`src/rtl/vga_pkg.sv`:
```
// Shared VGA constants and the per-sprite configuration record used by the
// timing generator and the sprite engine.
package vga_pkg;

  localparam int H_ACTIVE_D = 640;
  localparam int H_FP_D     = 16;
  localparam int H_SYNC_D   = 96;
  localparam int H_BP_D     = 48;
  localparam int V_ACTIVE_D = 480;
  localparam int V_FP_D     = 10;
  localparam int V_SYNC_D   = 2;
  localparam int V_BP_D     = 33;

  localparam int COLOR_W = 12;
  localparam logic [COLOR_W-1:0] BG_COLOR  = 12'h000;
  localparam logic [COLOR_W-1:0] KEY_COLOR = 12'hF0F;

  localparam int CNT_W  = 10;
  // Base is held at full width so any ROM address width up to 32 fits.
  localparam int BASE_W = 32;

  typedef struct packed {
    logic              en;
    logic [CNT_W-1:0]  x;
    logic [CNT_W-1:0]  y;
    logic [BASE_W-1:0] base;
  } sprite_cfg_t;

endpackage

```
`src/rtl/vga_timing.sv`:
```
// Pixel-slot divider, horizontal/vertical counters, sync/active decode and the
// frame-boundary (shadow copy) strobe.
module vga_timing #(
  parameter int H_ACTIVE = vga_pkg::H_ACTIVE_D,
  parameter int H_FP     = vga_pkg::H_FP_D,
  parameter int H_SYNC   = vga_pkg::H_SYNC_D,
  parameter int H_BP     = vga_pkg::H_BP_D,
  parameter int V_ACTIVE = vga_pkg::V_ACTIVE_D,
  parameter int V_FP     = vga_pkg::V_FP_D,
  parameter int V_SYNC   = vga_pkg::V_SYNC_D,
  parameter int V_BP     = vga_pkg::V_BP_D,
  parameter int PIX_DIV  = 4,
  localparam int SLOT_W  = $clog2(PIX_DIV)
) (
  input  logic                      clk,
  input  logic                      rst,
  output logic [SLOT_W-1:0]         slot,
  output logic                      pe,
  output logic [vga_pkg::CNT_W-1:0] hc,
  output logic [vga_pkg::CNT_W-1:0] vc,
  output logic                      hsync_n,
  output logic                      vsync_n,
  output logic                      active,
  output logic                      copy,
  output logic                      frame_start
);
  import vga_pkg::*;

  localparam int H_TOTAL = H_ACTIVE + H_FP + H_SYNC + H_BP;
  localparam int V_TOTAL = V_ACTIVE + V_FP + V_SYNC + V_BP;

  localparam logic [CNT_W-1:0]  H_LAST     = CNT_W'(H_TOTAL - 1);
  localparam logic [CNT_W-1:0]  V_LAST     = CNT_W'(V_TOTAL - 1);
  localparam logic [CNT_W-1:0]  H_ACT      = CNT_W'(H_ACTIVE);
  localparam logic [CNT_W-1:0]  V_ACT      = CNT_W'(V_ACTIVE);
  localparam logic [CNT_W-1:0]  V_ACT_LAST = CNT_W'(V_ACTIVE - 1);
  localparam logic [CNT_W-1:0]  HS_START   = CNT_W'(H_ACTIVE + H_FP);
  localparam logic [CNT_W-1:0]  HS_END     = CNT_W'(H_ACTIVE + H_FP + H_SYNC);
  localparam logic [CNT_W-1:0]  VS_START   = CNT_W'(V_ACTIVE + V_FP);
  localparam logic [CNT_W-1:0]  VS_END     = CNT_W'(V_ACTIVE + V_FP + V_SYNC);
  localparam logic [SLOT_W-1:0] PE_SLOT    = SLOT_W'(PIX_DIV - 1);

  logic [SLOT_W-1:0] slot_reg;
  logic [CNT_W-1:0]  hc_reg;
  logic [CNT_W-1:0]  vc_reg;
  logic              frame_start_reg;

  assign slot        = slot_reg;
  assign hc          = hc_reg;
  assign vc          = vc_reg;
  assign pe          = (slot_reg == PE_SLOT);
  assign hsync_n     = !((hc_reg >= HS_START) && (hc_reg < HS_END));
  assign vsync_n     = !((vc_reg >= VS_START) && (vc_reg < VS_END));
  assign active      = (hc_reg < H_ACT) && (vc_reg < V_ACT);
  // True on the pixel edge that moves the scan to (0, V_ACTIVE).
  assign copy        = pe && (hc_reg == H_LAST) && (vc_reg == V_ACT_LAST);
  assign frame_start = frame_start_reg;

  always_ff @(posedge clk or negedge rst) begin
    if (!rst) begin
      slot_reg        <= '0;
      hc_reg          <= '0;
      vc_reg          <= '0;
      frame_start_reg <= 1'b0;
    end else begin
      frame_start_reg <= copy;
      if (pe) begin
        slot_reg <= '0;
        if (hc_reg == H_LAST) begin
          hc_reg <= '0;
          vc_reg <= (vc_reg == V_LAST) ? '0 : vc_reg + 1'b1;
        end else begin
          hc_reg <= hc_reg + 1'b1;
        end
      end else begin
        slot_reg <= slot_reg + 1'b1;
      end
    end
  end

endmodule

```
`src/rtl/vga_sprite_engine.sv`:
```
// VGA sprite compositor: shadowed sprite register file, time-multiplexed ROM
// fetch per pixel slot, priority/transparency compositing and output register.
module vga_sprite_engine #(
  parameter int H_ACTIVE  = vga_pkg::H_ACTIVE_D,
  parameter int H_FP      = vga_pkg::H_FP_D,
  parameter int H_SYNC    = vga_pkg::H_SYNC_D,
  parameter int H_BP      = vga_pkg::H_BP_D,
  parameter int V_ACTIVE  = vga_pkg::V_ACTIVE_D,
  parameter int V_FP      = vga_pkg::V_FP_D,
  parameter int V_SYNC    = vga_pkg::V_SYNC_D,
  parameter int V_BP      = vga_pkg::V_BP_D,
  parameter int PIX_DIV   = 4,
  parameter int N_SPRITES = 3,
  parameter int SPR_W     = 64,
  parameter int SPR_H     = 64,
  parameter int ADDR_W    = 17,
  parameter int COLOR_W   = vga_pkg::COLOR_W,
  parameter logic [COLOR_W-1:0] BG_COLOR  = vga_pkg::BG_COLOR,
  parameter logic [COLOR_W-1:0] KEY_COLOR = vga_pkg::KEY_COLOR,
  localparam int SEL_W  = (N_SPRITES > 1) ? $clog2(N_SPRITES) : 1,
  localparam int SLOT_W = $clog2(PIX_DIV)
) (
  input  logic               clk,
  input  logic               rst,
  input  logic               cfg_we,
  input  logic [SEL_W-1:0]   cfg_sel,
  input  logic               cfg_en,
  input  logic [9:0]         cfg_x,
  input  logic [9:0]         cfg_y,
  input  logic [ADDR_W-1:0]  cfg_base,
  output logic [ADDR_W-1:0]  rom_addr,
  input  logic [COLOR_W-1:0] rom_data,
  output logic [COLOR_W-1:0] rgb,
  output logic               hsync,
  output logic               vsync,
  output logic               valid,
  output logic [9:0]         h_cnt,
  output logic [9:0]         v_cnt,
  output logic               frame_start
);
  import vga_pkg::*;

  logic [SLOT_W-1:0] slot;
  logic              pe;
  logic [CNT_W-1:0]  hc;
  logic [CNT_W-1:0]  vc;
  logic              hsync_n;
  logic              vsync_n;
  logic              active;
  logic              copy;

  vga_timing #(
    .H_ACTIVE (H_ACTIVE), .H_FP (H_FP), .H_SYNC (H_SYNC), .H_BP (H_BP),
    .V_ACTIVE (V_ACTIVE), .V_FP (V_FP), .V_SYNC (V_SYNC), .V_BP (V_BP),
    .PIX_DIV  (PIX_DIV)
  ) u_timing (
    .clk         (clk),
    .rst         (rst),
    .slot        (slot),
    .pe          (pe),
    .hc          (hc),
    .vc          (vc),
    .hsync_n     (hsync_n),
    .vsync_n     (vsync_n),
    .active      (active),
    .copy        (copy),
    .frame_start (frame_start)
  );

  sprite_cfg_t pend_reg [N_SPRITES];
  sprite_cfg_t act_reg  [N_SPRITES];

  // Active copy takes the pre-write pending value when a write lands on the copy edge.
  always_ff @(posedge clk or negedge rst) begin
    if (!rst) begin
      for (int i = 0; i < N_SPRITES; i++) begin
        pend_reg[i] <= '0;
        act_reg[i]  <= '0;
      end
    end else begin
      for (int i = 0; i < N_SPRITES; i++) begin
        if (copy)
          act_reg[i] <= pend_reg[i];
        if (cfg_we && (int'(cfg_sel) == i))
          pend_reg[i] <= '{en: cfg_en, x: cfg_x, y: cfg_y, base: BASE_W'(cfg_base)};
      end
    end
  end

  logic              hit_vec  [N_SPRITES];
  logic [ADDR_W-1:0] addr_vec [N_SPRITES];

  // 11-bit compares so x+SPR_W past the line end never wraps back to column 0.
  for (genvar gi = 0; gi < N_SPRITES; gi++) begin : g_spr
    logic [10:0] hc11, vc11, x11, y11, dx, dy;
    logic [31:0] offset;
    assign hc11   = {1'b0, hc};
    assign vc11   = {1'b0, vc};
    assign x11    = {1'b0, act_reg[gi].x};
    assign y11    = {1'b0, act_reg[gi].y};
    assign dx     = hc11 - x11;
    assign dy     = vc11 - y11;
    assign offset = 32'(dy) * 32'(SPR_W) + 32'(dx);
    assign hit_vec[gi] = act_reg[gi].en
                      && (hc11 >= x11) && (hc11 < x11 + 11'(SPR_W))
                      && (vc11 >= y11) && (vc11 < y11 + 11'(SPR_H));
    assign addr_vec[gi] = ADDR_W'(act_reg[gi].base + offset);
  end

  logic              hit;
  logic [ADDR_W-1:0] fetch_addr;
  logic [ADDR_W-1:0] rom_addr_reg;

  always_comb begin
    hit        = 1'b0;
    fetch_addr = addr_vec[0];
    for (int i = 0; i < N_SPRITES; i++) begin
      if (int'(slot) == i) begin
        hit        = hit_vec[i];
        fetch_addr = addr_vec[i];
      end
    end
  end

  // Address is presented during the sprite's own slot so data returns in the next.
  assign rom_addr = hit ? fetch_addr : rom_addr_reg;

  logic               hit_prev_reg;
  logic               won_reg;
  logic [COLOR_W-1:0] acc_reg;
  logic               take;
  logic [COLOR_W-1:0] acc_next;

  assign take     = (slot != '0) && hit_prev_reg && (rom_data != KEY_COLOR) && !won_reg;
  assign acc_next = take ? rom_data : acc_reg;

  always_ff @(posedge clk or negedge rst) begin
    if (!rst) begin
      rom_addr_reg <= '0;
      hit_prev_reg <= 1'b0;
      won_reg      <= 1'b0;
      acc_reg      <= BG_COLOR;
    end else begin
      rom_addr_reg <= rom_addr;
      hit_prev_reg <= hit;
      if (slot == '0) begin
        acc_reg <= BG_COLOR;
        won_reg <= 1'b0;
      end else begin
        acc_reg <= acc_next;
        won_reg <= won_reg | take;
      end
    end
  end

  // The last slot's ROM result is folded in combinationally on the pixel edge.
  always_ff @(posedge clk or negedge rst) begin
    if (!rst) begin
      rgb   <= '0;
      valid <= 1'b0;
      hsync <= 1'b1;
      vsync <= 1'b1;
      h_cnt <= '0;
      v_cnt <= '0;
    end else if (pe) begin
      rgb   <= active ? acc_next : '0;
      valid <= active;
      hsync <= hsync_n;
      vsync <= vsync_n;
      h_cnt <= hc;
      v_cnt <= vc;
    end
  end

endmodule

```
`config.mk`:
```
export PLATFORM = sky130hd
export DESIGN_NAME = vga_sprite_engine
export DESIGN_NICKNAME = d
export VERILOG_FILES = /design/src/rtl/vga_pkg.sv /design/src/rtl/vga_timing.sv /design/src/rtl/vga_sprite_engine.sv
export SDC_FILE = /design/constraint.sdc
export NUM_CORES = 1
export LEC_CHECK = 0
export ABC_CLOCK_PERIOD_IN_PS = 16450
export CORE_MARGIN = 4
export CORE_UTILIZATION = 45
export DETAILED_ROUTE_END_ITERATION = 10
export MAX_ROUTING_LAYER = met4
export PLACE_DENSITY = 0.6
export RECOVER_POWER = 25
export SYNTH_ARGS = -nofsm -noshare
export SYNTH_HDL_FRONTEND = slang
export SYNTH_SLANG_ARGS = --single-unit
export TNS_END_PERCENT = 30
```
`constraint.sdc`:
```
create_clock -name clk -period 16.45 [get_ports clk]
set_input_delay 4.935 -clock clk [delete_from_list [all_inputs] [get_ports clk]]
set_output_delay 4.935 -clock clk [all_outputs]
set_load 0.1 [all_outputs]
```
==> impl_metrics.env <==
export IMPL_worstPathCellList="inv_1 > ha_1 > inv_1 > fa_1 > a21o_1 > a21oi_1 > o21bai_1 > a21oi_1 > xnor2_1 > fa_1 > ha_1 > a2111oi_0 > o21ai_0 > a2111oi_0 > or3_1 > a21oi_1 > xnor2_1 > a221oi_1 > a32o_1 > clkdlybuf4s50_1"
export IMPL_dp_slack_ns=4.993
export IMPL_final_antenna_net_count=0
export IMPL_synth_edf_count=0
export IMPL_clk_pin_slew_ns=0.06
export IMPL_synth_distinct_cells=86
export IMPL_crit_top_cell="a21oi_1"
export IMPL_slew_headroom_pct=-265.7
export IMPL_area_growth_pct=14.58
export IMPL_wl_per_cell_um=20.84
export IMPL_synth_commonest_cells="dfrtp_1 (315), nand2_1 (269), ha_1 (176)"
export IMPL_fmax_ghz=0.08210
export IMPL_grt_max_degree=162
export IMPL_grt_pass1_vias=13610
export IMPL_core_um2=41110
export IMPL_setup_slack_ns=4.270
export IMPL_dr_pass1_iters=7
export IMPL_die_h_um=212.5
export IMPL_synth_most_common_cell="dfrtp_1"
export IMPL_cts_tree="built"
export IMPL_syn_area_um2=18820
export IMPL_dieArea_um2=45150
export IMPL_start_kind="flop"
export IMPL_worstHoldPathCells=2
export IMPL_gr_total_overflow=0
export IMPL_port_buffers=107
export IMPL_post_cts_setup_buffers=0
export IMPL_hold_class="reg -> reg"
export IMPL_vdd_ir_drop_max_mv=0.08249
export IMPL_dr_first_iter_drc_count=913
export IMPL_yosysWarnings=0
export IMPL_period_needed_ns=12.18
export IMPL_seq_area_frac_synth_pct=42.17
export IMPL_drc=0
export IMPL_violations="max-capacitance violations, max-slew violations"
export IMPL_finalSetupViolCount=0
export IMPL_crit_fanout=6
export IMPL_r2r_cells=9
export IMPL_maxSlewViolCount=326
export IMPL_rrSetupSlack_ns=8.43
export IMPL_ios=108
export IMPL_synth_cells=1834
export IMPL_cts_buffers=38
export IMPL_crit_start="u_timing.hc[0]"
export IMPL_routed_wl_mm=52.02
export IMPL_cts_resized=0
export IMPL_dp_hpwl_mm=39.60
export IMPL_ys_flop_type="dfrtp_1"
export IMPL_fillers=3802
export IMPL_skew_ns=0.01270
export IMPL_nets=2191
export IMPL_yosys_area_top_type="dfrtp_1"
export IMPL_tns_ns=0
export IMPL_h_tree_depth=2
export IMPL_vias=13720
export IMPL_cts_root_buf="clkbuf_16"
export IMPL_grt_pass1_wl_mm=80.83
export IMPL_critPathCapture="rom_addr[16]"
export IMPL_slowest_stage="clkdlybuf4s50_1"
export IMPL_critPathBufInv=3
export IMPL_num_rows=74
export IMPL_synth_top_cell_area_share_pct=41.89
export IMPL_synth_fp_nets=2089
export IMPL_ys_ff_latch=317
export IMPL_critPathKind="reg -> out"
export IMPL_die_x_um=212.5
export IMPL_place_congestion=0.9801
export IMPL_worst_pin_slew_ns=5.485
export IMPL_outcome="finished with violations"
export IMPL_vias_per_cell=5.497
export IMPL_insertion_delay_ns=0.55
export IMPL_yosys_top_cells_area="dfrtp_1 (42%), ha_1 (12%), mux2_2 (8.4%)"
export IMPL_hold_buffers=0
export IMPL_critical_path_required_ns=11.51
export IMPL_rr_startpoint="u_timing.hc[1]"
export IMPL_slowest_delay_ns=1.15
export IMPL_p_total_mw=1.820
export IMPL_path_delay_family="compound AO/OA/AOI/OAI gates"
export IMPL_p_leak_nw=10.36
export IMPL_clk_path_buf_depth=3
export IMPL_cap_viol_max_count=4
export IMPL_antenna_found_initial=0
export IMPL_rr_endpoint="act_reg[51]"
export IMPL_cp_end_kind="output port"
export IMPL_critical_path_cell_count=20
export IMPL_hold_violations=0
export IMPL_whs_ns=0.4504
export IMPL_cts_sinks=317
export IMPL_post_route_period_util_pct=74.04
export IMPL_start_util_pct=45.78
export IMPL_drive_above_1_share_pct=12.17
export IMPL_synthArstFlopShare_pct=100.0
export IMPL_track_usage_pct=23.99
export IMPL_powerDensity_nw_per_um2=84.38
export IMPL_arrival_ns=7.24
export IMPL_diodes=0
export IMPL_grt_setup_unrepaired="no"
export IMPL_synth_avg_cell_area_um2=10.26
[final cells by class]
type                    instances  area [µm²]  share of cell area, %
clock buffers                  52        1095                  5.077
clock inverters                16       217.7                  1.010
inverters                     150       564.3                  2.617
multi-input cells            1311        9932                  46.06
flip-flops and latches        317        7935                  36.80
well taps                     532       665.6                  3.087
repair buffers                118        1152                  5.344
[where the power goes]
group          switching (mW)  internal, mW
Clock                   0.334         0.532
Sequential             0.0272         0.834
Combinational          0.0379        0.0548
[how the worst min path moves through the flow]
stage / startpoint / endpoint
finish: pend_reg[59] / act_reg[59]
global route: pend_reg[118] / act_reg[118]
global placement: pend_reg[68] / act_reg[68]
detailed placement: pend_reg[121] / act_reg[121]
CTS: pend_reg[59] / act_reg[59]
floorplan: pend_reg[12] / act_reg[12]
[layer usage]
| layer | track usage [%] | wire [µm] | part of all wire (%) | up-vias |
|---|---|---|---|---|
| li1 | - | - | - | 6581 |
| met5 | - | 0 | 0 | - |
| met1 | 34.30 | 25200 | 48 | 6788 |
| met2 | 36.10 | 23140 | 44 | 284 |
| met4 | 7.463 | 1573 | 3.0 | 0 |
| met3 | 2.759 | 2113 | 4.1 | 68 |
[worst min-delay path, stage by stage, from the launching register on]
cell	delay [ns]
dfrtp_1	0.33
nand2_1	0.05
nand2_1	0.04
[stage by stage]
| step | cell area, µm² | util (%) | std cells |
|---|---|---|---|
| after floorplan | 18820 | - | 1834 |
| after global placement | 20330 | 49.44 | 2428 |
| after detailed placement | 20330 | 49.44 | 2428 |
| after CTS | 21640 | 52.64 | 2496 |
| after global routing | 21560 | 52.45 | 2496 |
| final | 21560 | 52.45 | 2496 |
[cells by family after synthesis]
group / after synthesis / share of synthesized area (%)
xor+xnor: 110 / 5.120
mux: 170 / 10.14
flops: 317 / 42.17
fa+ha+maj: 200 / 14.26
simple gates: 472 / 11.13
compound gates: 359 / 12.39
buf+inv: 206 / 4.800
[layout by cell type (no fill, tap or decap), types with 6 or more instances in the layout]
master and instances:
clkinv_2 6, mux2_2 136, nor2b_1 9, mux2i_1 23
o21ai_0 113, or2_2 7, fa_1 24, a211oi_1 22
clkdlybuf4s50_1 106, nand2b_1 6, a2111oi_0 8, dfrtp_1 315
and3_1 10, clkbuf_1 9, clkbuf_8 7, nand3_1 30
nand4_1 17, mux2_4 6, o21a_1 17, a21oi_1 79
clkbuf_16 39, ha_1 176, buf_4 8, o22ai_1 13
a21o_1 30, nor3_1 17, o31ai_1 6, nor2_1 70
inv_1 147, xor2_1 33, xnor2_1 77, o21bai_1 19
nand2_1 271
Power figures use the tool's default switching activity.
